[src/rtl/spi_cmd_sequencer.sv]
`timescale 1ns/1ps
// spi_cmd_sequencer: buffers host register commands, issues them one at a time to the SPI
// master engine and collects read results. Define SPI_SEQ_READBACK_VERIFY_EN for write readback.

module spi_seq_fifo #(
    parameter int unsigned WIDTH = 8,
    parameter int unsigned DEPTH = 16
) (
    input  logic                   clk,
    input  logic                   rst_n,
    input  logic                   push,
    input  logic [WIDTH-1:0]       push_data,
    input  logic                   pop,
    output logic [WIDTH-1:0]       head,
    output logic                   full,
    output logic                   empty,
    output logic [$clog2(DEPTH):0] count
);
    localparam int unsigned AW = $clog2(DEPTH);
    localparam int unsigned CW = AW + 1;

    logic [WIDTH-1:0] mem [DEPTH];
    logic [AW-1:0]    wr_ptr;
    logic [AW-1:0]    rd_ptr;
    logic [CW-1:0]    cnt;
    logic             push_ok;
    logic             pop_ok;

    assign full    = (cnt == CW'(DEPTH));
    assign empty   = (cnt == '0);
    assign count   = cnt;
    assign head    = mem[rd_ptr];
    // A pop frees a slot in the same cycle, so push-while-full is accepted alongside it
    assign pop_ok  = pop && !empty;
    assign push_ok = push && (!full || pop_ok);

    always_ff @(posedge clk or negedge rst_n) begin
        if (!rst_n) begin
            wr_ptr <= '0;
            rd_ptr <= '0;
            cnt    <= '0;
        end else begin
            if (push_ok) wr_ptr <= wr_ptr + AW'(1);
            if (pop_ok)  rd_ptr <= rd_ptr + AW'(1);
            case ({push_ok, pop_ok})
                2'b10:   cnt <= cnt + CW'(1);
                2'b01:   cnt <= cnt - CW'(1);
                default: cnt <= cnt;
            endcase
        end
    end

    always_ff @(posedge clk) begin
        if (push_ok) mem[wr_ptr] <= push_data;
    end
endmodule

module spi_cmd_sequencer #(
    parameter int unsigned DEPTH   = 16,
    parameter int unsigned TIMEOUT = 255
) (
    input  logic                   FSM_clk,
    input  logic                   reset_n,
    input  logic                   go,
    input  logic                   clear_err,
    input  logic                   cmd_wr_en,
    input  logic [15:0]            cmd_wr_data,
    output logic                   cmd_full,
    output logic [$clog2(DEPTH):0] cmd_count,
    input  logic                   res_rd_en,
    output logic [7:0]             res_rd_data,
    output logic                   res_empty,
    output logic [$clog2(DEPTH):0] res_count,
    output logic                   spi_start,
    output logic                   spi_rw,
    output logic [6:0]             spi_addr,
    output logic [7:0]             spi_wdata,
    input  logic [7:0]             spi_rdata,
    input  logic [3:0]             spi_state,
    output logic                   busy,
    output logic                   done,
    output logic                   err_timeout,
    output logic                   err_overflow,
    output logic                   err_mismatch
);
    localparam int unsigned TW = (TIMEOUT > 2) ? $clog2(TIMEOUT) : 1;

    typedef enum logic [2:0] {IDLE, ISSUE, WAIT_ACK, WAIT_DONE, CAPTURE} state_t;

    state_t        state_q, state_d;
    logic [TW-1:0] tmr_q, tmr_d;
    logic          start_q, start_d;
    logic          done_q, done_d;
    logic          busy_q;
    logic          rw_q;
    logic          spi_rw_q;
    logic [6:0]    addr_q;
    logic [7:0]    wdata_q;
    logic          err_timeout_q;
    logic          err_overflow_q;

    logic          load_c;
    logic          readback_c;
    logic          cmd_pop_c;
    logic          res_push_c;
    logic          to_err_c;
    logic          ovf_c;
    logic          tmo_c;
    logic          engine_idle_c;

    logic [15:0]   cmd_head;
    logic          cmd_empty;
    logic          res_full;

`ifdef SPI_SEQ_READBACK_VERIFY_EN
    logic          verify_q, verify_d;
    logic          mm_err_c;
    logic          err_mismatch_q;
`endif

    spi_seq_fifo #(.WIDTH(16), .DEPTH(DEPTH)) u_cmd_fifo (
        .clk       (FSM_clk),
        .rst_n     (reset_n),
        .push      (cmd_wr_en),
        .push_data (cmd_wr_data),
        .pop       (cmd_pop_c),
        .head      (cmd_head),
        .full      (cmd_full),
        .empty     (cmd_empty),
        .count     (cmd_count)
    );

    spi_seq_fifo #(.WIDTH(8), .DEPTH(DEPTH)) u_res_fifo (
        .clk       (FSM_clk),
        .rst_n     (reset_n),
        .push      (res_push_c),
        .push_data (spi_rdata),
        .pop       (res_rd_en),
        .head      (res_rd_data),
        .full      (res_full),
        .empty     (res_empty),
        .count     (res_count)
    );

    assign engine_idle_c = (spi_state == 4'd0);
    assign tmo_c         = (tmr_q == TW'(TIMEOUT - 1));
    assign ovf_c         = cmd_wr_en && cmd_full && !cmd_pop_c;

    // Next-state and registered-output decode
    always_comb begin
        state_d    = state_q;
        tmr_d      = '0;
        start_d    = start_q;
        done_d     = 1'b0;
        load_c     = 1'b0;
        readback_c = 1'b0;
        cmd_pop_c  = 1'b0;
        res_push_c = 1'b0;
        to_err_c   = 1'b0;
`ifdef SPI_SEQ_READBACK_VERIFY_EN
        verify_d   = verify_q;
        mm_err_c   = 1'b0;
`endif
        case (state_q)
            IDLE: begin
                // A read is held back while there is no room for its result
                if (go && !cmd_empty && engine_idle_c && (cmd_head[15] || !res_full)) begin
                    cmd_pop_c = 1'b1;
                    load_c    = 1'b1;
                    state_d   = ISSUE;
`ifdef SPI_SEQ_READBACK_VERIFY_EN
                    verify_d  = 1'b0;
`endif
                end
            end
            ISSUE: begin
                start_d = 1'b1;
                state_d = WAIT_ACK;
            end
            WAIT_ACK: begin
                if (!engine_idle_c) begin
                    start_d = 1'b0;
                    state_d = WAIT_DONE;
                end else if (tmo_c) begin
                    start_d  = 1'b0;
                    to_err_c = 1'b1;
                    state_d  = IDLE;
                end else begin
                    tmr_d = tmr_q + TW'(1);
                end
            end
            WAIT_DONE: begin
                if (engine_idle_c) begin
                    state_d = CAPTURE;
                end else if (tmo_c) begin
                    to_err_c = 1'b1;
                    state_d  = IDLE;
                end else begin
                    tmr_d = tmr_q + TW'(1);
                end
            end
            CAPTURE: begin
                done_d     = 1'b1;
                res_push_c = ~rw_q;
                state_d    = IDLE;
`ifdef SPI_SEQ_READBACK_VERIFY_EN
                if (rw_q && !verify_q) begin
                    done_d     = 1'b0;
                    readback_c = 1'b1;
                    verify_d   = 1'b1;
                    state_d    = ISSUE;
                end else if (verify_q) begin
                    mm_err_c = (spi_rdata != wdata_q);
                    verify_d = 1'b0;
                end
`endif
            end
            default: state_d = IDLE;
        endcase
    end

    always_ff @(posedge FSM_clk or negedge reset_n) begin
        if (!reset_n) begin
            state_q <= IDLE;
            tmr_q   <= '0;
            start_q <= 1'b0;
            done_q  <= 1'b0;
            busy_q  <= 1'b0;
        end else begin
            state_q <= state_d;
            tmr_q   <= tmr_d;
            start_q <= start_d;
            done_q  <= done_d;
            busy_q  <= (state_d != IDLE);
        end
    end

    // Held command fields; the readback reuses address and data with rw forced low
    always_ff @(posedge FSM_clk or negedge reset_n) begin
        if (!reset_n) begin
            rw_q     <= 1'b0;
            spi_rw_q <= 1'b0;
            addr_q   <= '0;
            wdata_q  <= '0;
        end else if (load_c) begin
            rw_q     <= cmd_head[15];
            spi_rw_q <= cmd_head[15];
            addr_q   <= cmd_head[14:8];
            wdata_q  <= cmd_head[7:0];
        end else if (readback_c) begin
            spi_rw_q <= 1'b0;
        end
    end

    // Sticky errors: a new event in the clearing cycle wins
    always_ff @(posedge FSM_clk or negedge reset_n) begin
        if (!reset_n) begin
            err_timeout_q  <= 1'b0;
            err_overflow_q <= 1'b0;
        end else begin
            err_timeout_q  <= to_err_c | (err_timeout_q & ~clear_err);
            err_overflow_q <= ovf_c | (err_overflow_q & ~clear_err);
        end
    end

`ifdef SPI_SEQ_READBACK_VERIFY_EN
    always_ff @(posedge FSM_clk or negedge reset_n) begin
        if (!reset_n) begin
            verify_q       <= 1'b0;
            err_mismatch_q <= 1'b0;
        end else begin
            verify_q       <= verify_d;
            err_mismatch_q <= mm_err_c | (err_mismatch_q & ~clear_err);
        end
    end

    assign err_mismatch = err_mismatch_q;
`else
    assign err_mismatch = 1'b0;
`endif

    assign spi_start    = start_q;
    assign spi_rw       = spi_rw_q;
    assign spi_addr     = addr_q;
    assign spi_wdata    = wdata_q;
    assign busy         = busy_q;
    assign done         = done_q;
    assign err_timeout  = err_timeout_q;
    assign err_overflow = err_overflow_q;
endmodule

[config.mk]
export PLATFORM = sky130hd
export DESIGN_NAME = spi_cmd_sequencer
export DESIGN_NICKNAME = d
export VERILOG_FILES = /design/src/rtl/spi_cmd_sequencer.sv
export SDC_FILE = /design/constraint.sdc
export NUM_CORES = 1
export LEC_CHECK = 0
export CAP_MARGIN = 20
export CORE_UTILIZATION = 30
export CTS_CLUSTER_DIAMETER = 150
export DETAILED_ROUTE_END_ITERATION = 8
export RECOVER_POWER = 25
export SYNTH_ARGS = -nofsm -noshare
export SYNTH_HDL_FRONTEND = slang
export SYNTH_SLANG_ARGS = --single-unit
[constraint.sdc]
create_clock -name FSM_clk -period 3.7 [get_ports FSM_clk]
set_clock_uncertainty 0.1 [all_clocks]
set_input_delay 0.74 -clock FSM_clk [delete_from_list [all_inputs] [get_ports FSM_clk]]
set_output_delay 0.74 -clock FSM_clk [all_outputs]
set_load 0.1 [all_outputs]
* Word level (Yosys, flattened, before mapping)
Memories as Yosys holds them, arrays and structs flattened.
Index checks and enable logic that the tools add are counted.
** Storage, ports and cells
- Bits in registers :: 58
- RAM bits :: 384
- Memories kept :: 2
- Output and inout bits :: 42
** Memory list
- u_cmd_fifo.mem :: depth 16, width 16, read ports 1, clocked after Yosys merged registers in 0, wr ports 1, line 22 : logic [WIDTH-1:0] mem [DEPTH];
- u_res_fifo.mem :: depth 16, width 8, read ports 1, clocked after Yosys merged registers in 0, wr ports 1, line 22
** Operators by class
- Multiplexer cells :: 26
- Bitwise operators :: 6
- Equality and inequality tests :: 12
- Reductions and logical operators :: 26
- Add/subtract/negate cells :: 9
** Operator list (number)
- $mux W8 :: 3
- $pmux W5 S2 :: 2
- $add A4 B1 Y4 const B :: 4
- $pmux W8 S2 :: 1
- $mux W1 :: 13
- $mux W3 :: 4
- $pmux W3 S4 :: 1
- $add A5 B1 Y5 const B :: 2
- $eq A5 B5 Y1 const B :: 2
- $logic_not A5 Y1 :: 2
- $sub A5 B1 Y5 const B :: 2
- $logic_and A1 B1 Y1 :: 9
- $add A8 B1 Y8 const B :: 1
- $eq A8 B8 Y1 const B :: 1
- $eq A3 B2 Y1 const B :: 2
- $reduce_bool A2 Y1 :: 3
- $logic_not A1 Y1 :: 5
- $eq A2 B1 Y1 const B :: 2
- $eq A2 B2 Y1 const B :: 2
- $logic_not A4 Y1 :: 1
- $pmux W1 S2 :: 2
- $eq A3 B1 Y1 const B :: 1
- $eq A3 B3 Y1 const B :: 1
- $logic_not A3 Y1 :: 1
- other kinds (7) :: 12

* Longest topological paths before layout
- Depth after elaboration :: 12
- Depth in mapped cells :: 12
- Gate-level depth less buffers :: 11

* By module
From an unflattened synthesis, not the netlist that was laid out.
** Unflattened totals
- Cells, all modules :: 928
- Area, all modules :: 17807.1 µm²
** Modules (own cells, without submodules)
- spi_seq_fifo at u_cmd_fifo :: area an instance 10531.4 µm², cells each 500, sequential area each 8012.7 µm², instances 1
- spi_seq_fifo at u_res_fifo :: area an instance 5779.3 µm², cells each 313, sequential area each 4169.0 µm², instances 1
- spi_cmd_sequencer :: area an instance 1496.4 µm², cells each 115, sequential area each 800.8 µm², instances 1

* Worst setup path before layout
OpenSTA, ideal clock, no wires.
- Kind :: flip-flop to flip-flop
- Start point :: reg u_res_fifo.cnt[0], in the netlist u_res_fifo.count[0]
- End point :: reg u_res_fifo.cnt[4], in the netlist u_res_fifo.count[4]
- Data arrival time :: 4.376 ns
- Data required time :: 3.474 ns
- Buffers on the path :: 1
- Setup slack :: -0.902 ns
- Clock period less this slack :: 4.602 ns
- Library setup time :: 0.126 ns
- Stages on the path, launching flop included :: 12
- Cells stage by stage :: dfrtp_1 -> or4_1 -> nor2_1 -> nor2b_1 -> clkbuf_1 -> ha_1 -> fa_1 -> a21o_1 -> a21oi_1 -> xor2_1 -> nor2_1 -> xnor2_1
** On the way
- Cells in the longest elaborated chain, start to end :: 7
- Elaborated cells on any way between the ends :: 13
** RTL lines
- start, declared :: line 25 : logic [CW-1:0] cnt;
- start signal, assigned :: line 46 : 2'b10: cnt <= cnt + CW'(1);
- start signal, assigned :: line 47 : 2'b01: cnt <= cnt - CW'(1);
- start signal, assigned :: line 48 : default: cnt <= cnt;
- $logic_not A5 Y1 (*) :: line 30 : assign empty = (cnt == '0);
- named net res_empty :: line 72 : output logic res_empty,
- $logic_not A1 Y1 (*) :: line 34 : assign pop_ok = pop && !empty;
- $logic_and A1 B1 Y1 (*) :: line 34
- named net u_res_fifo.pop_ok :: line 27 : logic pop_ok;
- $logic_or A1 B1 Y1 :: line 35 : assign push_ok = push && (!full || pop_ok);
- $logic_and A1 B1 Y1 :: line 35
- $eq A2 B1 Y1 / $eq A2 B2 Y1 (equally long branches) :: line 45 : case ({push_ok, pop_ok})
- $pmux W5 S2 / $reduce_bool A2 Y1 (equally long branches)
Mark *: on every way through the listed nets, which the timed path passes. The rest lies on a longest branch.
A chain may end at the register's enable or synchronous reset.

* Worst setup path after layout
- Start point :: reg u_res_fifo.rd_ptr[0]
- End point :: out res_rd_data[6]
** On the way
- Cells in the longest elaborated chain, start to end :: 1
** RTL lines
- start, declared :: line 24 : logic [AW-1:0] rd_ptr;
- start signal, assigned :: line 44 : if (pop_ok) rd_ptr <= rd_ptr + AW'(1);
- $mem_v2 Z16 W8
- end, declared :: line 71 : output logic [7:0] res_rd_data,
No other way between the ends.

==> metrics.txt <==
status=finished, violations left; failing checks=capacitance limit, slew limit; GRT overflow=0; postcts setup bufs=0; initial antenna violation count=2; CTS H-tree depth=2; Gate Count Post-Synth=906; count of pins over their slew limit=54; vias in the first global route=9297; core area=57900 sq um; total global-route track usage=13.0%; Placer Congestion=0.708; FF-to-FF End=u_cmd_fifo.count[4]; EDFF count, synth=384; Num CTS Buffers=47; Post-Syn Area per Cell=19.5 sq um; crit end category=output pin; Max-Cap Viols=1; top_reg_cell synth=edfxtp_1; Port Buffers=74; Vias=8870; RSZ-0062 raised after global routing=no; Longest Clk Path Bufs=3; power density cells=675 nW/um^2; Clock Sinks=442; hpwl dp=24.6 mm; Reg-to-Reg Start=u_res_fifo.count[0]; Area contributors post-synth=edfxtp_1, mux4_2, dfrtp_1; endpoints failing setup=0; Die W=245 microns; Hold/Removal Path Class=reg -> reg; Worst-Margin Slew=1600 ps; internal reg-to-reg setup slack=350 ps; hold path startpoint=spi_wdata[5]; DR DRC count=0; Hold Path Stages=2; Final Cycle Share=96.0%; CP max-delay cell=dfrtp_4; synth warn=0; Cell Area, Synth=17600 sq um; WS Path Type=reg -> out; synthesis-to-finish area growth=20.8%; Seq/Total Area, Yosys=73.6%; TNS Setup=0 ps; Synth Register Bits=442; Total Power=14400 uW; most numerous cell in the Yosys netlist=edfxtp_1; Die ar.=59800 sq um; dominant cell type by area after synthesis=edfxtp_1; R2R cell count=11; Distinct cells, synth=57; crit-path cells=buf_4 > mux4_2 > mux4_2 > buf_12; fraction of final layout cells sized beyond drive strength 1=27.5%; DIE HEIGHT=245 microns; dpl ws=-9.45 ps; global-route wire length before repair=58.8 mm; slew margin rel.=-6.51%; CTS tree=built; WL final=38.3 mm; Tmin final=3550 ps; Ports=76; clk_lat worst skew=570 ps; Max rail drop VDD=0.000586 V; Fin. Hold Viols=0; asr flop ratio synth=13.1%; hold slack=374 ps; Mapped Nets=961; post-route setup slack=149 ps; worst-path fanout max=13; drt wl/cell=20.7 microns; initial core utilization=30.5%; average vias per placed instance=4.80; 1st-iter DRT viols=663; design area=21300 sq um; row count=88; WHS Endpoint=spi_wdata[5]; Largest stage delay, worst path=570 ps; Final #Nets=1103; Pre-Repair DR Iteration Count=5; largest net degree at the start of global routing=72; placed instance area=19800 sq um; Worst Path Required=2860 ps; P_leak=0.00710 uW; crit-path most repeated cell=mux4_2; synth cell count leaders=edfxtp_1, mux4_2, dfrtp_1; element type at the critical path start=flip-flop; CTS Root Cell=clkbuf_16; CTS clk-pin slew, worst paths=60 ps; antenna-violating nets left=0; Post-CTS Hold Buffers=0; Max Fclk=0.282 GHz; area share of the largest cell type after synthesis=65.3%; worst path arrival time=2710 ps
## stage by stage
stage,cells,utilization [%]
5_1_grt,1849,36.8
6_report,1849,36.8
4_1_cts,1848,36.8
2_1_floorplan,906,-
3_5_place_dp,1764,34.2
3_3_place_gp,1764,34.2
## cell type report
| cell class | instances | area [sq um] |
|---|---|---|
| Antenna cell | 1 | 2.50 |
| Clock buffer | 59 | 1270 |
| Clock inverter | 25 | 246 |
| Fill cell | 5429 | 36600 |
| Inverter | 23 | 86.3 |
| Multi-Input combinational cell | 395 | 4450 |
| Sequential cell | 442 | 13000 |
| Tap cell | 765 | 957 |
| Timing Repair Buffer | 139 | 1320 |
## cell usage in the layout, fill, tap and decap left out, drive strengths merged, types with 3 or more instances in the layout
master | Yosys | layout
nor2b | 4 | 4
dfrtp | 58 | 58
a221oi | 9 | 9
xnor2 | 19 | 19
nand2 | 53 | 53
or4 | 3 | 3
clkdlybuf4s50 | 0 | 36
a21oi | 9 | 9
and2 | 9 | 9
a21o | 12 | 12
edfxtp | 384 | 384
nor4 | 7 | 7
bufinv | 0 | 4
clkinv | 1 | 18
clkbuf | 19 | 61
ha | 19 | 19
and3 | 4 | 4
inv | 22 | 24
dlygate4sd3 | 0 | 12
mux2 | 6 | 6
nor3 | 6 | 6
a222oi | 8 | 8
o21ai | 16 | 16
mux4 | 103 | 103
buf | 27 | 89
nand3 | 17 | 17
nor2 | 35 | 35
mux2i | 19 | 19
xor2 | 8 | 8
nand4 | 5 | 5
## worst max-delay path: cells and delay by family, from the launching register on
family / cells / cell delay [ps]
muxes: 2 / 1090
DFF: 1 / 570
buffers and inverters: 2 / 490
## power breakdown
part	leakage [uW]	internal, uW	switching (uW)
Clock	0.000741	2720	1910
Sequential	0.00420	5840	311
Combinational	0.00216	1360	2250
Total	0.00710	9920	4480
## how the worst max path moves through the flow
stage                    startpoint             endpoint  slack, ps  cells after the start
6_report       u_res_fifo.rd_ptr[0]       res_rd_data[6]        150                      4
2_1_floorplan   u_res_fifo.count[0]  u_res_fifo.count[4]       -120                     11
5_1_grt        u_res_fifo.rd_ptr[0]       res_rd_data[6]         30                      4
3_5_place_dp           spi_state[1]  u_cmd_fifo.count[4]         -9                     12
4_1_cts        u_res_fifo.rd_ptr[0]       res_rd_data[6]         80                      4
3_3_place_gp           spi_state[1]  u_cmd_fifo.count[4]        -40                     12
## flip-flops by register name, summed over array words and instances, names as in the netlist, 5 cells and up
name              count
spi_wdata             8
u_res_fifo.mem      128
u_cmd_fifo.mem      256
u_cmd_fifo.count      5
tmr_q                 8
u_res_fifo.count      5
spi_addr              7
## kinds of logic after synthesis
kind of cell / synth area share, %
buffers and inverters: 1.82
multiplexers: 14.6
AND/OR/NAND/NOR: 4.05
flip-flops: 73.6
adder cells (fa/ha/maj): 1.57
XOR/XNOR: 1.34
other: 0.0212
AO/OA/AOI/OAI: 2.98
## routing by layer
layer | wire [microns] | global-route usage, % | vias up
met3 | 1840 | 2.39 | 64
met1 | 17100 | 17.7 | 4660
met2 | 18600 | 21.2 | 217
li1 | - | - | 3927
met4 | 781 | 3.77 | 2
met5 | 13 | 0 | -
## repair_timing
action	CTS	global route
resized for setup	1	0
endpoints found under the setup margin	1	0
hold endpoints to repair	0	0
Power figures use the tool's default switching activity.
